===== config.mk =====
export PLATFORM = sky130hd
export DESIGN_NAME = mips_main_control_fsm
export DESIGN_NICKNAME = d
export VERILOG_FILES = /design/src/rtl/mips_ctrl_pkg.sv /design/src/rtl/mips_retire_counter.sv /design/src/rtl/mips_main_control_fsm.sv
export SDC_FILE = /design/constraint.sdc
export NUM_CORES = 1
export LEC_CHECK = 0
export BUFFER_PORTS_ARGS = -buffer_cell sky130_fd_sc_hd__buf_2
export CAP_MARGIN = 0
export CORE_MARGIN = 2
export CORE_UTILIZATION = 55
export CTS_BUF_LIST = sky130_fd_sc_hd__clkbuf_4 sky130_fd_sc_hd__clkbuf_8
export DETAILED_ROUTE_END_ITERATION = 8
export PLACE_DENSITY = 0.94
export SYNTH_ARGS = -nofsm -noshare
export SYNTH_HDL_FRONTEND = slang
export SYNTH_HIERARCHICAL = 1
export SYNTH_SLANG_ARGS = --single-unit

===== constraint.sdc =====
create_clock -name clk -period 6.3 [get_ports clk]
set_input_delay 0.63 -clock clk [delete_from_list [all_inputs] [get_ports clk]]
set_output_delay 0.63 -clock clk [all_outputs]
set_load 0.02 [all_outputs]

===== src/rtl/mips_ctrl_pkg.sv =====
// Shared encodings for the multi-cycle MIPS main control unit: opcodes,
// ALUOp codes, datapath select values and the control FSM state type.
package mips_ctrl_pkg;

    localparam logic [5:0] OP_RTYPE = 6'b000000;
    localparam logic [5:0] OP_LW    = 6'b100011;
    localparam logic [5:0] OP_SW    = 6'b101011;
    localparam logic [5:0] OP_BEQ   = 6'b000100;
    localparam logic [5:0] OP_ADDI  = 6'b001000;
    localparam logic [5:0] OP_J     = 6'b000010;

    localparam logic [1:0] ALUOP_ADD   = 2'b00;
    localparam logic [1:0] ALUOP_SUB   = 2'b01;
    localparam logic [1:0] ALUOP_FUNCT = 2'b10;

    localparam logic [1:0] SRCB_RT      = 2'b00;
    localparam logic [1:0] SRCB_FOUR    = 2'b01;
    localparam logic [1:0] SRCB_IMM     = 2'b10;
    localparam logic [1:0] SRCB_IMM_SH2 = 2'b11;

    localparam logic [1:0] PCSRC_ALU    = 2'b00;
    localparam logic [1:0] PCSRC_ALUOUT = 2'b01;
    localparam logic [1:0] PCSRC_JUMP   = 2'b10;

    typedef enum logic [3:0] {
        S_FETCH   = 4'd0,
        S_DECODE  = 4'd1,
        S_MEMADR  = 4'd2,
        S_MEMRD   = 4'd3,
        S_MEMWB   = 4'd4,
        S_MEMWR   = 4'd5,
        S_EXECUTE = 4'd6,
        S_ALUWB   = 4'd7,
        S_BRANCH  = 4'd8,
        S_ADDIEX  = 4'd9,
        S_ADDIWB  = 4'd10,
        S_JUMP    = 4'd11,
        S_ILLEGAL = 4'd12
    } state_t;

    // State following DECODE for a given opcode; unknown opcodes trap.
    function automatic state_t decode_next(input logic [5:0] op);
        state_t nxt;
        case (op)
            OP_LW, OP_SW: nxt = S_MEMADR;
            OP_RTYPE:     nxt = S_EXECUTE;
            OP_BEQ:       nxt = S_BRANCH;
            OP_ADDI:      nxt = S_ADDIEX;
            OP_J:         nxt = S_JUMP;
            default:      nxt = S_ILLEGAL;
        endcase
        return nxt;
    endfunction

endpackage


===== src/rtl/mips_retire_counter.sv =====
// Free-running retired-instruction counter; wraps silently at full scale.
module mips_retire_counter #(
    parameter int CNT_W = 32
) (
    input  logic             clk,
    input  logic             rst_n,
    input  logic             en,
    output logic [CNT_W-1:0] count
);

    logic [CNT_W-1:0] count_reg;

    always_ff @(posedge clk or negedge rst_n) begin
        if (!rst_n) begin
            count_reg <= '0;
        end else if (en) begin
            count_reg <= count_reg + CNT_W'(1);
        end
    end

    assign count = count_reg;

endmodule


===== src/rtl/mips_main_control_fsm.sv =====
// Multi-cycle MIPS main control: Moore FSM sequencing fetch/decode/execute/
// memory/writeback, with memory-ready stalls and a retired-instruction count.
module mips_main_control_fsm
    import mips_ctrl_pkg::*;
#(
    parameter int CNT_W = 32
) (
    input  logic             clk,
    input  logic             rst_n,
    input  logic [5:0]       opcode,
    input  logic             mem_ready,
    output logic             IorD,
    output logic             MemWrite,
    output logic             IRWrite,
    output logic             PCWrite,
    output logic             Branch,
    output logic [1:0]       PCSrc,
    output logic             ALUSrcA,
    output logic [1:0]       ALUSrcB,
    output logic [1:0]       ALUOp,
    output logic             RegWrite,
    output logic             MemtoReg,
    output logic             RegDst,
    output logic             illegal_op,
    output logic [CNT_W-1:0] retired
);

    state_t state_reg;
    logic   retire_en;

    always_ff @(posedge clk or negedge rst_n) begin
        if (!rst_n) begin
            state_reg <= S_FETCH;
        end else begin
            case (state_reg)
                S_FETCH:   if (mem_ready) state_reg <= S_DECODE;
                S_DECODE:  state_reg <= decode_next(opcode);
                S_MEMADR:  state_reg <= (opcode == OP_SW) ? S_MEMWR : S_MEMRD;
                S_MEMRD:   if (mem_ready) state_reg <= S_MEMWB;
                S_MEMWR:   if (mem_ready) state_reg <= S_FETCH;
                S_EXECUTE: state_reg <= S_ALUWB;
                S_ADDIEX:  state_reg <= S_ADDIWB;
                S_MEMWB, S_ALUWB, S_BRANCH, S_ADDIWB, S_JUMP, S_ILLEGAL:
                           state_reg <= S_FETCH;
                default:   state_reg <= S_FETCH;
            endcase
        end
    end

    always_comb begin
        IorD       = 1'b0;
        MemWrite   = 1'b0;
        IRWrite    = 1'b0;
        PCWrite    = 1'b0;
        Branch     = 1'b0;
        PCSrc      = PCSRC_ALU;
        ALUSrcA    = 1'b0;
        ALUSrcB    = SRCB_RT;
        ALUOp      = ALUOP_ADD;
        RegWrite   = 1'b0;
        MemtoReg   = 1'b0;
        RegDst     = 1'b0;
        illegal_op = 1'b0;
        retire_en  = 1'b0;
        case (state_reg)
            S_FETCH: begin
                ALUSrcB = SRCB_FOUR;
                IRWrite = mem_ready;
                PCWrite = mem_ready;
            end
            S_DECODE: begin
                ALUSrcB = SRCB_IMM_SH2;
            end
            S_MEMADR, S_ADDIEX: begin
                ALUSrcA = 1'b1;
                ALUSrcB = SRCB_IMM;
            end
            S_MEMRD: begin
                IorD = 1'b1;
            end
            S_MEMWB: begin
                MemtoReg  = 1'b1;
                RegWrite  = 1'b1;
                retire_en = 1'b1;
            end
            S_MEMWR: begin
                IorD      = 1'b1;
                MemWrite  = mem_ready;
                retire_en = mem_ready;
            end
            S_EXECUTE: begin
                ALUSrcA = 1'b1;
                ALUOp   = ALUOP_FUNCT;
            end
            S_ALUWB: begin
                RegDst    = 1'b1;
                RegWrite  = 1'b1;
                retire_en = 1'b1;
            end
            S_BRANCH: begin
                ALUSrcA   = 1'b1;
                ALUOp     = ALUOP_SUB;
                PCSrc     = PCSRC_ALUOUT;
                Branch    = 1'b1;
                retire_en = 1'b1;
            end
            S_ADDIWB: begin
                RegWrite  = 1'b1;
                retire_en = 1'b1;
            end
            S_JUMP: begin
                PCSrc     = PCSRC_JUMP;
                PCWrite   = 1'b1;
                retire_en = 1'b1;
            end
            S_ILLEGAL: begin
                illegal_op = 1'b1;
            end
            default: begin
            end
        endcase
        // FETCH strobes follow mem_ready, so they must be squashed while held in reset.
        if (!rst_n) begin
            MemWrite   = 1'b0;
            IRWrite    = 1'b0;
            PCWrite    = 1'b0;
            Branch     = 1'b0;
            RegWrite   = 1'b0;
            illegal_op = 1'b0;
            retire_en  = 1'b0;
        end
    end

    mips_retire_counter #(
        .CNT_W(CNT_W)
    ) u_retire (
        .clk   (clk),
        .rst_n (rst_n),
        .en    (retire_en),
        .count (retired)
    );

endmodule


After elaboration in Yosys (flattened, before gate mapping)
Index checks and enable logic that the tools add are counted.
{ "classes": {"n_eq_ne": 20, "muxes": 27, "addsub": 1, "shifts": 0, "magnitude_cmp": 0, "n_div": 0, "reduce_logical": 9, "bitwise": 0, "mul": 0} }
{ "op_table": {"columns": ["op", "count"], "rows": [
  ["32-bit by 1-bit adder with 32-bit output (second input constant)", 1],
  ["4-bit one-hot mux with 7 select lines", 1],
  ["4-bit == test (second input constant)", 5],
  ["4-bit one-hot mux with 5 select lines", 1],
  ["4-bit by 3-bit == test with 1-bit output (second input constant)", 4],
  ["1-bit two-way mux", 16],
  ["6-bit == test (second input constant)", 2],
  ["4-bit two-way mux", 3],
  ["4-bit by 2-bit == test with 1-bit output (second input constant)", 2],
  ["2-bit one-hot mux with 2 select lines", 2],
  ["6-bit by 2-bit == test with 1-bit output (second input constant)", 1],
  ["6-bit by 3-bit == test with 1-bit output (second input constant)", 1],
  ["6-bit by 4-bit == test with 1-bit output (second input constant)", 1],
  ["6-bit zero test", 1],
  ["2-bit inequality test (second input constant)", 3],
  ["2-bit one-hot mux with 3 select lines", 1],
  ["2-bit OR reduction", 3],
  ["5-bit OR reduction", 1],
  ["4-bit by 1-bit == test with 1-bit output (second input constant)", 1],
  ["4-bit zero test", 1],
  ["1-bit one-hot mux with 2 select lines", 2],
  ["4-bit OR reduction", 1],
  ["3-bit two-way mux", 1],
  ["3-bit AND reduction", 1],
  ["3-bit OR reduction", 1]
]} }
{ "word_totals": {"mem_count": 0, "latchBits": 0, "ramBits": 0, "ff_bits": 36, "inputBits": 9, "mem_bits_ro": 0} }

Logic depth before layout (Yosys ltp)
{ "depth": {"word_depth": 4, "mapped_depth": 8, "depth_no_buf": 8} }

Hierarchy
Netlist, hierarchy kept.
{ "modules_own_cells": {"columns": ["mod", "cells_per_inst", "area_per_inst_um2", "instances", "seq_area_each_um2"], "rows": [
  ["mips_retire_counter", 123, 1448.9, 1, 800.8],
  ["mips_main_control_fsm", 77, 551.8, 1, 100.1]
]} }

Least setup slack after synthesis
OpenSTA, ideal clock, no wires.
{ "synth_path": {"kind": "input to register", "from": "input port mem_ready", "to": "register u_retire.count_reg[23], in the netlist u_retire/count[23]", "slack_ps": 3689, "path_buffers": 0, "t_arrival_ps": 2531, "cell_stages": 7, "path_cell_list": "or2_1 -> nand2_1 -> nor3_1 -> nand4_4 -> or4_4 -> nor4_2 -> xor2_1"} }
{ "synth_between": {"elab_chain_cells": 2} }
{ "synth_rtl": {"columns": ["element", "line", "source"], "rows": [
  ["from (decl)", "mips_main_control_fsm.sv:11", "input logic mem_ready,"],
  ["1-bit one-hot mux with 2 select lines", "mips_main_control_fsm.sv:65", "case (state_reg)"],
  ["1-bit two-way mux", "mips_main_control_fsm.sv:123", "if (!rst_n) begin"],
  ["net retire_en", "mips_main_control_fsm.sv:29", "logic retire_en;"],
  ["to (signal assigned)", "mips_retire_counter.sv:17", "count_reg <= count_reg + CNT_W'(1);"],
  ["to (decl)", "mips_retire_counter.sv:11", "logic [CNT_W-1:0] count_reg;"]
]} }
The timed path passes the listed nets, and every way through them passes these cells.
A chain may end at the register's enable or synchronous reset.

Worst setup path in the final report
{ "layout_path": {"from": "register state_reg[1]", "to": "register u_retire.count_reg[27], in the netlist u_retire/count[27]"} }
{ "layout_between": {"elab_chain_cells": 4, "word_cells_on_any_way": 9, "classes_between": "6 x eq/ne; 2 x mux; 1 x reduce/logical"} }
{ "layout_rtl": {"columns": ["element", "line", "source"], "rows": [
  ["from (decl)", "mips_main_control_fsm.sv:28", "state_t state_reg;"],
  ["from (signal assigned)", "mips_main_control_fsm.sv:37", "S_DECODE: state_reg <= decode_next(opcode);"],
  ["from (signal assigned)", "mips_main_control_fsm.sv:38", "S_MEMADR: state_reg <= (opcode == OP_SW) ? S_MEMWR : S_MEMRD;"],
  ["4-bit == test / 4-bit by 3-bit == test with 1-bit output (equally long branches)", "mips_main_control_fsm.sv:65", null],
  ["5-bit OR reduction (no line)", null, null],
  ["1-bit one-hot mux with 2 select lines *", "mips_main_control_fsm.sv:65", null],
  ["1-bit two-way mux *", "mips_main_control_fsm.sv:123", null],
  ["net retire_en", "mips_main_control_fsm.sv:29", null]
]} }
Mark *: on every way through the listed nets, which the timed path passes. The rest lies on a longest branch.

==> metrics.md <==
| Metric | Value |
|---|---|
| Post-synth EDFFs | 0 |
| Critical Path AT | 3.53 ns |
| Post-route clock skew | around 0.0085 ns |
| Yosys Warn Count | 6 |
| Area Overhead vs Synth | 18.8% |
| Top FF cell, synth | sky130_fd_sc_hd__dfrtp_1 |
| Path type of the worst min-delay path | input port to asynchronous set/reset pin |
| Max Fanout on Critical Path | 14 |
| DIE HEIGHT | approximately 64 um |
| Total routing resource utilization after global routing | ~22% |
| Num CTS Buffers | 5 |
| Area used by multi-input combinational logic | between 0.001 and 0.0015 mm2 |
| Result of the run | finished, final reports clean |
| Hold-fix buffers, CTS | 0 |
| Effective utilization at floorplan | 58.6% |
| Required time of the critical path | 6.53 ns |
| Number of setup violations in the final report | 0 |
| Critical path startpoint category | flop |
| Initial DRT Pass Iterations | 4 |
| Overall power after layout | 691 uW |
| Buffer type at the clock tree root | sky130_fd_sc_hd__clkbuf_4 |
| CP max stage delay | 0.72 ns |
| Static power due to leakage | 1.21 nW |
| Distinct cell type count after synthesis | a little over 40 |
| Total wire length after detailed routing | ~4.3 mm |
| Max H-tree Level | 2 |
| Critical-path top delay cell | sky130_fd_sc_hd__nor3_1 |
| GR Overflow Total | 0 |
| Slew HR | 44.6% |
| Number of sinks handled by clock tree synthesis | 36 |
| Top Layer Used | met4 |
| 1st-iter DRT viols | 151 |
| Net count after synthesis | 210 |
| Setup TNS after final layout | 0 ns |
| TritonCTS clock tree | built |
| Vias per cell | 5.82 |
| Met3 Routed Length | 272 um |
| Sum of met2 wire segment lengths after detailed routing | 2.04 mm |
| Final Hold Vio Count | 0 |
| Clock power share | approximately 18% |
| Clock-pin slew on the worst setup and hold paths | approximately 0.11 ns |
| Pins over their slew limit | 0 |
| Critical path type | flop to flop |
| Maximum number of pins on one net before global-route repair | 42 |
| Cts repair resizes | 0 |
| Number of buffer cells added on primary ports | 56 |
| Die W | 64.3 um |
| Die area | 0.00414 mm2 |
| Period minus WS final | between 3 and 4 ns |
| Count of state elements after synthesis | 36 |
| Setup repair bufs after CTS | 0 |
| Unrepaired setup endpoints after global routing | false |
| Gate Count Post-Synth | 200 |
| # IOs | between 50 and 60 |
| Fill cell total of the finished layout | around 240 |
| Worst Tran Pin Value | 0.824 ns |
| Cells traversed along the worst timing path | nand2b_1 -> or2_1 -> nand2_1 -> nor3_1 -> nand4_4 -> nor4_1 -> nand4_1 -> xnor2_1 |
| Post-detailed-placement half-perimeter wirelength | 3.22 mm |
| Number of antenna violations at the first check in global routing | 0 |
| Sequential Area | about 900 um2 |
| Routed WL per cell | 14.1 um |
| Combinational share of power | approximately 36% |
| Non-Filler Instances | 305 |
| FFs w/ async S/R, synth | between 90% and 100% |
| Fin crit share | between 50% and 60% |
| Seq pwr share | 46.4% |
| Layout cells sized above 1 | about 29% |
| Diodes inserted | 0 |
| Vias in the first global route | between 1500 and 2000 |
| Total net switching power | 288 uW |
| Maximum clock rate | ~0.3 GHz |
| First-pass GRT wire length | 7.26 mm |
| Setup crit end kind | flop |
| Total core area | around 0.0034 mm2 |
| Cell area after synthesis | 0.00200 mm2 |
| Post-Syn Area per Cell | between 10 and 15 um2 |
| Register area share after synthesis | 45.0% |
| Internal power component | just over 400 uW |
| Routed met1 length | 1.91 mm |
| Worst-skew pair later-pin latency | 0.33 ns |
| Vias after detailed routing | 1776 |
| Switching Share | 41.7% |
| Worst voltage drop across the vdd grid | between 200 and 300 uV |
| Routability-driven placement congestion ratio | 0.914 |
| Number of nets with antenna violations after detailed routing | 0 |
| Final #Nets | roughly 270 |
| Pwr Density | slightly below 300 mW/mm2 |
| Max reg flops | 32 |
| Number of max-cap violations | 0 |
| Inst Count DP | a little under 300 |
| Number of core rows | 21 |
| Post-route core utilization | 69.6% |
| Deepest clock path buffer count | 2 |
| Remaining DRCs | 0 |
cells by family (layout without fill, tap and decap cells):
family                     after synthesis  count (layout)  share of synthesized area [%]
adders and majority gates                1               1                          0.625
DFF                                     36              36                           45.0
AOI/OAI and AO/OA                       22              22                           7.75
xor gates and xnor gates                33              33                           14.4
and+or+nand+nor                         98              98                           29.6
buffers and inverters                    9              68                           1.94
muxes                                    1               1                          0.563
critical path, delay by kind of cell, from the launching register on:
kind,cells,cell delay (ns)
simple gates,7,2.41
flops,1,0.62
xor+xnor,1,0.17
cell type report:
| class | instances | area share (%) |
|---|---|---|
| Clock inverter | 2 | 0.421 |
| Tap cell | 46 | 2.42 |
| Timing Repair Buffer | 56 | 11.8 |
| Clock buffer | 6 | 2.16 |
| Inverter | 4 | 0.632 |
| Sequential cell | 36 | 37.9 |
| Multi-Input combinational cell | 155 | 44.7 |
path summary, 6_finish.rpt:
path,endpoint,from,cells past startpoint,slack (ns)
min in group clk,u_retire/count[28]$_DFFE_PN0P_,u_retire/count[28]$_DFFE_PN0P_,1,0.49
worst max register to register,u_retire/count[27]$_DFFE_PN0P_,state_reg[1]$_DFFE_PN0P_,8,3.00
worst min register to register,u_retire/count[28]$_DFFE_PN0P_,u_retire/count[28]$_DFFE_PN0P_,1,0.49
worst max-delay path,u_retire/count[27]$_DFFE_PN0P_,state_reg[1]$_DFFE_PN0P_,8,3.00
max in group asynchronous,u_retire/count[0]$_DFFE_PN0P_,rst_n,1,5.38
worst min-delay path,u_retire/count[8]$_DFFE_PN0P_,rst_n,1,0.39
layout by cell type (no fill, tap or decap), types with 3 or more instances in the layout:
master,instances
sky130_fd_sc_hd__clkbuf_4,5
sky130_fd_sc_hd__nor3b_1,3
sky130_fd_sc_hd__nor3_1,11
sky130_fd_sc_hd__nor2_1,9
sky130_fd_sc_hd__nand2b_1,4
sky130_fd_sc_hd__nand4_1,11
sky130_fd_sc_hd__dfrtp_1,36
sky130_fd_sc_hd__nand2_1,17
sky130_fd_sc_hd__and4_1,3
sky130_fd_sc_hd__inv_1,4
sky130_fd_sc_hd__a21o_1,3
sky130_fd_sc_hd__nand3_1,11
sky130_fd_sc_hd__a21oi_1,5
sky130_fd_sc_hd__xnor2_1,19
sky130_fd_sc_hd__and3_1,8
sky130_fd_sc_hd__o21ai_0,5
sky130_fd_sc_hd__and2_1,3
sky130_fd_sc_hd__nor4_1,4
sky130_fd_sc_hd__xor2_1,14
sky130_fd_sc_hd__buf_2,56
power by group through the flow:
stage | clock, mW | combinational, mW | sequential [mW]
floorplan | 0 | 0.175 | 0.314
global placement | 0 | 0.239 | 0.322
detailed placement | 0 | 0.246 | 0.323
CTS | 0.128 | 0.247 | 0.319
global route | 0.140 | 0.270 | 0.327
finish | 0.124 | 0.246 | 0.321
per-stage QoR:
step | hold WS (ns) | cell area [um2] | worst slack [ns]
final | 0.390 | 2380 | 3.00
after global routing | 0.440 | 2380 | 2.81
after CTS | 0.408 | 2380 | 3.04
after detailed placement | 0.476 | 2310 | 2.70
after global placement | 0.459 | 2310 | 2.84
after floorplan | 0.334 | 2000 | 3.69
Yosys cell counts (2+ instances only):
master                     number  area [um2]
sky130_fd_sc_hd__a21o_1         3        22.5
sky130_fd_sc_hd__a21oi_1        5        25.0
sky130_fd_sc_hd__a311oi_1       2        17.5
sky130_fd_sc_hd__and2_1         3        18.8
sky130_fd_sc_hd__and3_1         8        50.1
sky130_fd_sc_hd__and4_1         3        26.3
sky130_fd_sc_hd__clkbuf_1       3        11.3
sky130_fd_sc_hd__dfrtp_1       36         901
sky130_fd_sc_hd__inv_1          4        15.0
sky130_fd_sc_hd__nand2_1       17        63.8
sky130_fd_sc_hd__nand2b_1       4        25.0
sky130_fd_sc_hd__nand3_1       11        55.1
sky130_fd_sc_hd__nand4_1       11        68.8
sky130_fd_sc_hd__nor2_1         9        33.8
sky130_fd_sc_hd__nor3_1        11        55.1
sky130_fd_sc_hd__nor3b_1        3        22.5
sky130_fd_sc_hd__nor4_1         4        25.0
sky130_fd_sc_hd__nor4_2         2        25.0
sky130_fd_sc_hd__nor4b_1        2        17.5
sky130_fd_sc_hd__o211ai_1       2        15.0
sky130_fd_sc_hd__o21ai_0        5        25.0
sky130_fd_sc_hd__or4_4          2        22.5
sky130_fd_sc_hd__xnor2_1       19         166
sky130_fd_sc_hd__xor2_1        14         123
metal layers:
layer,vias up,GRT usage (%)
li1,846,-
met2,83,35.7
met3,8,3.87
met5,-,0
met1,839,30.3
met4,0,8.78
Note: power is estimated with default switching activity, not from simulation.
